$ cat src/rtl/kyber_dma_master.sv
// AXI4 burst initiator moving 128-bit chunks between system memory and a local chunk RAM port.
// One command is one INCR burst of 1-256 beats: read (memory to local) or write (local to memory).
`timescale 1ns/1ps

module kyber_dma_master #(
  parameter int ADDR_W = 32,
  parameter int LOC_AW = 6
) (
  input  logic              clk,
  input  logic              rst,
  input  logic              start,
  input  logic              dir,
  input  logic [ADDR_W-1:0] base_addr,
  input  logic [8:0]        beats,
  output logic              busy,
  output logic              done,
  output logic              err,
  output logic              loc_en,
  output logic              loc_we,
  output logic [LOC_AW-1:0] loc_addr,
  output logic [127:0]      loc_wdata,
  input  logic [127:0]      loc_rdata,
  output logic [ADDR_W-1:0] m_axi_araddr,
  output logic [7:0]        m_axi_arlen,
  output logic [2:0]        m_axi_arsize,
  output logic [1:0]        m_axi_arburst,
  output logic              m_axi_arvalid,
  input  logic              m_axi_arready,
  input  logic [127:0]      m_axi_rdata,
  input  logic [1:0]        m_axi_rresp,
  input  logic              m_axi_rlast,
  input  logic              m_axi_rvalid,
  output logic              m_axi_rready,
  output logic [ADDR_W-1:0] m_axi_awaddr,
  output logic [7:0]        m_axi_awlen,
  output logic [2:0]        m_axi_awsize,
  output logic [1:0]        m_axi_awburst,
  output logic              m_axi_awvalid,
  input  logic              m_axi_awready,
  output logic [127:0]      m_axi_wdata,
  output logic [15:0]       m_axi_wstrb,
  output logic              m_axi_wlast,
  output logic              m_axi_wvalid,
  input  logic              m_axi_wready,
  input  logic [1:0]        m_axi_bresp,
  input  logic              m_axi_bvalid,
  output logic              m_axi_bready
);

  typedef enum logic [2:0] {
    S_IDLE, S_RD_ADDR, S_RD_DATA, S_WR_ADDR, S_WR_DATA, S_WR_RESP, S_DONE
  } state_t;

  state_t            state;
  logic [ADDR_W-1:0] base_q;
  logic [8:0]        beats_q;
  logic [8:0]        last_idx;
  logic [8:0]        rd_cnt;
  logic [8:0]        fetch_cnt;
  logic [8:0]        wr_cnt;

  logic [127:0]      fifo_mem [2];
  logic              fifo_wp;
  logic              fifo_rp;
  logic [1:0]        fifo_cnt;
  logic              in_flight;

  logic              rd_hs;
  logic              w_hs;
  logic              wr_phase;
  logic              fetch_go;

  assign last_idx      = beats_q - 9'd1;

  assign m_axi_araddr  = base_q;
  assign m_axi_arlen   = last_idx[7:0];
  assign m_axi_arsize  = 3'b100;
  assign m_axi_arburst = 2'b01;
  assign m_axi_awaddr  = base_q;
  assign m_axi_awlen   = last_idx[7:0];
  assign m_axi_awsize  = 3'b100;
  assign m_axi_awburst = 2'b01;

  // W only opens after the AW handshake; the FIFO head is stable until popped.
  assign m_axi_wvalid  = (state == S_WR_DATA) && (fifo_cnt != 2'd0);
  assign m_axi_wdata   = fifo_mem[fifo_rp];
  assign m_axi_wlast   = m_axi_wvalid && (wr_cnt == last_idx);
  assign m_axi_wstrb   = '1;

  assign rd_hs    = m_axi_rready && m_axi_rvalid;
  assign w_hs     = m_axi_wvalid && m_axi_wready;
  assign wr_phase = (state == S_WR_ADDR) || (state == S_WR_DATA);

  // Counting the slot freed by this cycle's W pop keeps W streaming one beat per cycle.
  assign fetch_go = wr_phase && (fetch_cnt < beats_q) &&
                    (({1'b0, fifo_cnt} + {2'b00, in_flight}) < (3'd2 + {2'b00, w_hs}));

  assign loc_en    = rd_hs || fetch_go;
  assign loc_we    = rd_hs;
  assign loc_addr  = rd_hs ? rd_cnt[LOC_AW-1:0] : fetch_cnt[LOC_AW-1:0];
  assign loc_wdata = m_axi_rdata;

  always_ff @(posedge clk or posedge rst) begin
    if (rst) begin
      fifo_wp   <= 1'b0;
      fifo_rp   <= 1'b0;
      fifo_cnt  <= 2'd0;
      in_flight <= 1'b0;
    end else begin
      in_flight <= fetch_go;
      if (in_flight) fifo_wp <= ~fifo_wp;
      if (w_hs)      fifo_rp <= ~fifo_rp;
      fifo_cnt <= fifo_cnt + {1'b0, in_flight} - {1'b0, w_hs};
    end
  end

  // NOTE: the data array is deliberately not reset; occupancy comes from the reset pointers.
  always_ff @(posedge clk) begin
    if (in_flight) fifo_mem[fifo_wp] <= loc_rdata;
  end

  always_ff @(posedge clk or posedge rst) begin
    if (rst) begin
      state         <= S_IDLE;
      base_q        <= '0;
      beats_q       <= '0;
      rd_cnt        <= '0;
      fetch_cnt     <= '0;
      wr_cnt        <= '0;
      busy          <= 1'b0;
      done          <= 1'b0;
      err           <= 1'b0;
      m_axi_arvalid <= 1'b0;
      m_axi_awvalid <= 1'b0;
      m_axi_rready  <= 1'b0;
      m_axi_bready  <= 1'b0;
    end else begin
      done <= 1'b0;
      if (fetch_go) fetch_cnt <= fetch_cnt + 9'd1;
      if (w_hs)     wr_cnt    <= wr_cnt + 9'd1;
      case (state)
        S_IDLE: begin
          if (start) begin
            base_q    <= base_addr;
            beats_q   <= beats;
            err       <= 1'b0;
            rd_cnt    <= '0;
            fetch_cnt <= '0;
            wr_cnt    <= '0;
            busy      <= 1'b1;
            if (beats == 9'd0) begin
              state <= S_DONE;
              done  <= 1'b1;
            end else if (dir) begin
              state         <= S_WR_ADDR;
              m_axi_awvalid <= 1'b1;
            end else begin
              state         <= S_RD_ADDR;
              m_axi_arvalid <= 1'b1;
            end
          end
        end
        S_RD_ADDR: begin
          if (m_axi_arready) begin
            m_axi_arvalid <= 1'b0;
            m_axi_rready  <= 1'b1;
            state         <= S_RD_DATA;
          end
        end
        S_RD_DATA: begin
          if (m_axi_rvalid) begin
            rd_cnt <= rd_cnt + 9'd1;
            // Completion follows the beat count; a misplaced rlast is only flagged.
            if ((m_axi_rresp != 2'b00) || (m_axi_rlast != (rd_cnt == last_idx))) err <= 1'b1;
            if (rd_cnt == last_idx) begin
              m_axi_rready <= 1'b0;
              state        <= S_DONE;
              done         <= 1'b1;
            end
          end
        end
        S_WR_ADDR: begin
          if (m_axi_awready) begin
            m_axi_awvalid <= 1'b0;
            state         <= S_WR_DATA;
          end
        end
        S_WR_DATA: begin
          if (w_hs && m_axi_wlast) begin
            m_axi_bready <= 1'b1;
            state        <= S_WR_RESP;
          end
        end
        S_WR_RESP: begin
          if (m_axi_bvalid) begin
            if (m_axi_bresp != 2'b00) err <= 1'b1;
            m_axi_bready <= 1'b0;
            state        <= S_DONE;
            done         <= 1'b1;
          end
        end
        S_DONE: begin
          busy  <= 1'b0;
          state <= S_IDLE;
        end
        default: state <= S_IDLE;
      endcase
    end
  end

endmodule

$ cat config.mk
export PLATFORM = sky130hd
export DESIGN_NAME = kyber_dma_master
export DESIGN_NICKNAME = d
export VERILOG_FILES = /design/src/rtl/kyber_dma_master.sv
export SDC_FILE = /design/constraint.sdc
export NUM_CORES = 1
export LEC_CHECK = 0
export CORE_AREA = 2 2 265 267
export CTS_CLUSTER_SIZE = 25
export DETAILED_ROUTE_END_ITERATION = 12
export DIE_AREA = 0 0 267 269
export GPL_TIMING_DRIVEN = 0
export MAX_ROUTING_LAYER = met4
export SLEW_MARGIN = 25
export SYNTH_ARGS = -nofsm -noshare
export SYNTH_HDL_FRONTEND = slang
export SYNTH_SLANG_ARGS = --single-unit
$ cat constraint.sdc
create_clock -name clk -period 6.25 [get_ports clk]
set_input_delay 1.5625 -clock clk [delete_from_list [all_inputs] [get_ports clk]]
set_output_delay 1.5625 -clock clk [all_outputs]
set_load 0.005 [all_outputs]
==> results.txt <==
outcome = complete, but fails checks
failing checks = DRC
Vias per Instance = 3.96
CTS tree = yes
WS Path Type = in -> out
WL met2 = 22.8 mm
compound-gate portion of the synthesized area = 0.0355
gpl congestion = 0.850
cells on worst reg2reg path = 9
Initial Util = 0.221
H-tree levels = 2
Detailed Route Iter0 Violations = 583
power per standard cell area = 317 mW/mm2
crit path max fanout = 5
Layout Skew = 0.0194 ns
register area share after synthesis = 0.639
Placed Instance Area = 0.0222 mm2
CTS buffer count = 41
port bufs = 535
Max IR drop VDD = 0.292 mV
Clock Latency Late Sink = 0.55 ns
Mapped Avg Cell Area = 13.8 um2
clk sinks = 339
main combinational cell family by area after synthesis = buffers and inverters
RSZ-0062 raised after global routing = false
CP Capture Type = output pin
core footprint = 0.0693 mm2
Reg clk slew, reported paths = 0.06 ns
# IOs = 690
Area Overhead vs Synth = 53.6%
reg-to-reg endpoint = err$_DFFE_PP0P_
Distinct cells, synth = 65
Max clock buf depth = 3
cell taking the most area after synthesis = edfxtp_1
Final Setup Violations = 0
family with the most delay on the worst path = buffers and inverters
mapped cell area = 0.0153 mm2
initial antenna violation count = 3
first-pass GRT wire length = 66.3 mm
grt ovf = 0
r2r setup slk = 3.46 ns
Leak Pwr = 8.87 nW
largest net degree at the start of global routing = 47
critical path endpoint = loc_en
ANT nets after route = 0
Min-Delay Path Class = reg -> reg
Die H = 269 um
Final period util = 0.836
DRT met1 WL = 19.6 mm
Fin Setup TNS = 0 ns
post_cts resized = 0
Critical Path Source Type = input port
fin. max-slew vios = 0
Crit-path slowest cell = clkdlybuf4s50_1
worst r2r src = beats_q[0]$_DFFE_PP0P_
DP Wirelength = 36.2 mm
top cells by count, synth = edfxtp_1, buf_4, nand2_1
number of global-route vias before repair = 10600
die area = 0.0718 mm2
vias = 10700
total stage count of the critical path = 7
final hold vios = 0
worst setup path start = m_axi_wready
GRT Total Usage = 0.126
detailed-route wire length = 47.2 mm
Final min period = 5.23 ns
Main synth FF type = edfxtp_1
Post-Layout Inst Area = 0.0235 mm2
WP data required = 4.69 ns
Die Span X = 267 um
simple-gate area share of the yosys netlist = 0.0707
Buf/Inv on CP = 3
clock root cell = clkbuf_16
Avg WL per Cell = 17.5 um
warnings from Yosys = 0
Highest Signal Layer = met4
Max Cap Violations = 0
top cell type's share of synthesized area = 0.503
Post-synth EDFFs = 256
Post-CTS Setup Bufs = 0
Worst slew margin = 0.418
WP data arrival = 3.66 ns
wire length on met3 = 3.83 mm
synthesized instance count = 1107
Synth area leaders = edfxtp_1, dfrtp_1, mux2_2, buf_4, nand2_1
fmax = 191 MHz
mux contribution to synthesized area = 0.102
#FFs+latches synth = 339
nets = 2046
most frequent cell after synthesis = edfxtp_1
most frequent CP cell = clkdlybuf4s50_1
# fillers = 6756
Hold Buf Count CTS = 0
Tightest Pin Transition = 0.869 ns
CP peak stage delay = 0.52 ns
fraction of layout cells with a size suffix above 1 = 0.242
DR pass1 iterations = 12
post-synthesis adder-cell area fraction = 0.0131
Post-synth ARST share = 0.245
Remaining DRCs = 3
worst path cell trace = clkdlybuf4s50_1, inv_1, o41ai_2, o211ai_1, a21o_1, nand2_1, clkdlybuf4s50_1
Core Rows = 97
Synth Area in XOR/XNOR = 0.0277
## cell type report
| cell class | count | area [um2] | share of cell area |
|---|---|---|---|
| inverter | 24 | 95.1 | 0.00405 |
| clock inverter | 21 | 166 | 0.00709 |
| buffer | 232 | 1630 | 0.0693 |
| clock buffer | 53 | 1140 | 0.0487 |
| multi-input combinational | 536 | 3910 | 0.167 |
| sequential | 339 | 9760 | 0.416 |
| tap | 940 | 1180 | 0.0501 |
| antenna | 3 | 7.51 | 0.000320 |
| timing repair buffer | 545 | 5590 | 0.238 |
## cells in the final DEF, fill, tap and decap left out, types with 24 or more instances in the layout
cell	netlist	final
clkbuf_16	0	43
edfxtp_1	256	256
nor2_1	35	34
conb_1	2	26
buf_4	194	194
dfrtp_1	83	83
clkbuf_1	27	31
o21ai_0	24	24
nand2_1	136	136
mux2_2	132	132
clkdlybuf4s50_1	0	535
## state kept, by name, summed over array words and instances (netlist names)
name and cells:
beats_q 9, busy 1, done 1, err 1, fetch_cnt 9, fifo_cnt 2
fifo_mem 256, fifo_rp 1, fifo_wp 1, in_flight 1, m_axi_araddr 32, m_axi_arvalid 1
m_axi_awvalid 1, m_axi_bready 1, m_axi_rready 1, rd_cnt 9, state 3, wr_cnt 9
## tightest hold or removal path, stage by stage (launching register included)
cell and delay (ns):
dfrtp_1 0.36, nand2_1 0.05, nand2_1 0.06
## kinds of logic after synthesis
kind of cell    after synthesis
buf+inv                     256
compound gates               76
fa+ha+maj                    16
flops                       339
mux                         139
other cells                   2
simple gates                237
xor+xnor                     42
## how the worst min path moves through the flow
| stage | startpoint | slack (ns) | depth (start not counted) | end |
|---|---|---|---|---|
| 6_report | m_axi_araddr[0]$_DFFE_PP0P_ | 0.50 | 2 | m_axi_araddr[0]$_DFFE_PP0P_ |
| 5_1_grt | m_axi_araddr[25]$_DFFE_PP0P_ | 0.54 | 2 | m_axi_araddr[25]$_DFFE_PP0P_ |
| 2_1_floorplan | fetch_cnt[8]$_DFF_PP0_ | 0.45 | 1 | fetch_cnt[8]$_DFF_PP0_ |
| 4_1_cts | m_axi_araddr[0]$_DFFE_PP0P_ | 0.51 | 2 | m_axi_araddr[0]$_DFFE_PP0P_ |
| 3_3_place_gp | m_axi_bready$_DFFE_PP0P_ | 0.49 | 1 | m_axi_bready$_DFFE_PP0P_ |
| 3_5_place_dp | m_axi_araddr[0]$_DFFE_PP0P_ | 0.49 | 2 | m_axi_araddr[0]$_DFFE_PP0P_ |
## metal layers
metal | global-route usage | vias up
li1 | - | 4959
met1 | 0.152 | 5212
met2 | 0.205 | 439
met3 | 0.0377 | 60
met4 | 0.0320 | 0
met5 | - | -
## metrics by stage
step / cells / setup slack [ns] / hold WS [ns] / utilization / power [W]
4_1_cts: 2690 / 0.997 / 0.505 / 0.339 / 0.00758
6_report: 2693 / 1.02 / 0.500 / 0.339 / 0.00744
5_1_grt: 2693 / 0.938 / 0.538 / 0.339 / 0.00783
3_5_place_dp: 2616 / 1.01 / 0.495 / 0.320 / 0.00518
3_3_place_gp: 2606 / -0.530 / 0.487 / 0.316 / 0.00517
2_1_floorplan: 1131 / 2.01 / 0.449 / - / 0.00387
## power breakdown
part	total [W]	internal [W]	switching (W)
logic	0.00231	0.00143	0.000886
registers	0.00282	0.00262	0.000207
clock network	0.00231	0.00138	0.000932
(Power assumes the default switching activity.)
==> patch (config.mk and constraints unchanged) <==
Re-encode `state_t` (7 states) as one-hot, 7 bits wide.
--- a/src/rtl/kyber_dma_master.sv
+++ b/src/rtl/kyber_dma_master.sv
@@ -49,4 +49,4 @@
 
-  typedef enum logic [2:0] {
-    S_IDLE, S_RD_ADDR, S_RD_DATA, S_WR_ADDR, S_WR_DATA, S_WR_RESP, S_DONE
+  typedef enum logic [6:0] {
+    S_IDLE = 7'b0000001, S_RD_ADDR = 7'b0000010, S_RD_DATA = 7'b0000100, S_WR_ADDR = 7'b0001000, S_WR_DATA = 7'b0010000, S_WR_RESP = 7'b0100000, S_DONE = 7'b1000000
   } state_t;
Check against the original RTL: no difference found for any inputs over 4 cycles, from zero or initial values and one cycle with rst high; so few cycles prove little.
==> patch against the original RTL <==
- power grew 13%
- sequential share of layout area is 0.39 points higher
- die area unchanged
- synthesized area is 0.35% higher
- fmax fell by 7.9%
- final area hardly changed
- final cell count up 0.48%
- synthesized cell count increased by 1.1%
- sequential cell count is 4 higher
- routed wire length up 4.5%
- worst setup slack worse by 450 ps
- critical path depth grew 2
- largest cell class unchanged
- largest power group is now combinational cells
- highest routed layer unchanged
==> patch: results (changes against the original RTL) <==
- Largest net degree at the start of global routing: 66 (was 47)
- Worst hold slack: 512 ps (was 500 ps)
- Metal2 WL: 22.5 mm (was 22.8 mm)
- Clock buf/inv share: 5.25% (was 5.58%)
- Maximum VDD drop: 0.215 mV (was 0.292 mV)
- DR iter-0 viols: 609 (was 583)
- Top power group: combinational cells (was sequential cells)
- Layout fillers: 6740 (was 6756)
- Multi-input combinational area share: 16.6% (was 16.7%)
- Leakage: 8.84 nW (was 8.87 nW)
- Worst slew pin tran: 1020 ps (was 869 ps)
- Share of layout cells above drive strength 1: 22.8% (was 24.2%)
- Yosys cell types: 56 (was 65)
- Drt wl/cell: 18.2 um (was 17.5 um)
- P_comb: 3.17 mW (was 2.31 mW)
- Gate Count Post-Synth: 1119 (was 1107)
- P_seq: 2.99 mW (was 2.82 mW)
- Worst-path fanout max: 10 (was 5)
- HPWL Detailed: 37.7 mm (was 36.2 mm)
- Routing usage on met2: 19.6% (was 20.5%)
- Register area share after synthesis: 64.3% (was 63.9%)
- R2R setup slack: 2610 ps (was 3460 ps)
- First-pass GRT wire length: 68.7 mm (was 66.3 mm)
- DR pass1 iterations: 7 (was 12)
- Fraction of area in registers: 42.0% (was 41.6%)
- R2R Path End: m_axi_araddr[2] (was err)
- Hold Path End: m_axi_araddr[12] (was m_axi_araddr[0])
- Met1 Usage GRT: 16.8% (was 15.2%)
- Synth cell count leaders: 256 x edfxtp_1, 194 x buf_4, 135 x nand2_1 (was 256 x edfxtp_1, 194 x buf_4, 136 x nand2_1)
- Status: complete, no violations (was complete, but fails checks)
- # clock sinks: 343 (was 339)
- Met3 WL post-DR: 4.75 mm (was 3.83 mm)
- Routing usage on met3: 5.04% (was 3.77%)
- NumNets Final: 2059 (was 2046)
- Asr flop ratio synth: 25.4% (was 24.5%)
- Placed cell areas: 22300 um^2 (was 22200 um^2)
- GRT Overall Usage: 13.1% (was 12.6%)
- Initial antenna violation count: 8 (was 3)
- HP Start: m_axi_araddr[12] (was m_axi_araddr[0])
- Clock Skews: 8.39 ps (was 19.4 ps)
-- patch: worst max-delay path by stage --
| stage | from | endpoint | slack, ps |
|---|---|---|---|
| floorplan | m_axi_wready | loc_en | 2010 |
| global placement | in_flight | fifo_mem[0][15] | -510 |
| detailed placement | m_axi_wready | loc_en | 590 |
| CTS | m_axi_wready | loc_en | 580 |
| global route | m_axi_wready | loc_en | 390 |
| finish | m_axi_wready | loc_en | 580 |
-- patch: logic make-up (layout without fill, tap and decap cells) --
family | after synthesis | in the layout | share of synthesized area [%]
simple gates | 246 | 246 | 7.52
compound gates | 83 | 83 | 3.30
mux | 137 | 137 | 10.0
fa+ha+maj | 16 | 16 | 1.30
buf+inv | 251 | 869 | 10.9
other cells | 2 | 31 | 0.0489
xor+xnor | 41 | 41 | 2.61
flops | 343 | 343 | 64.3
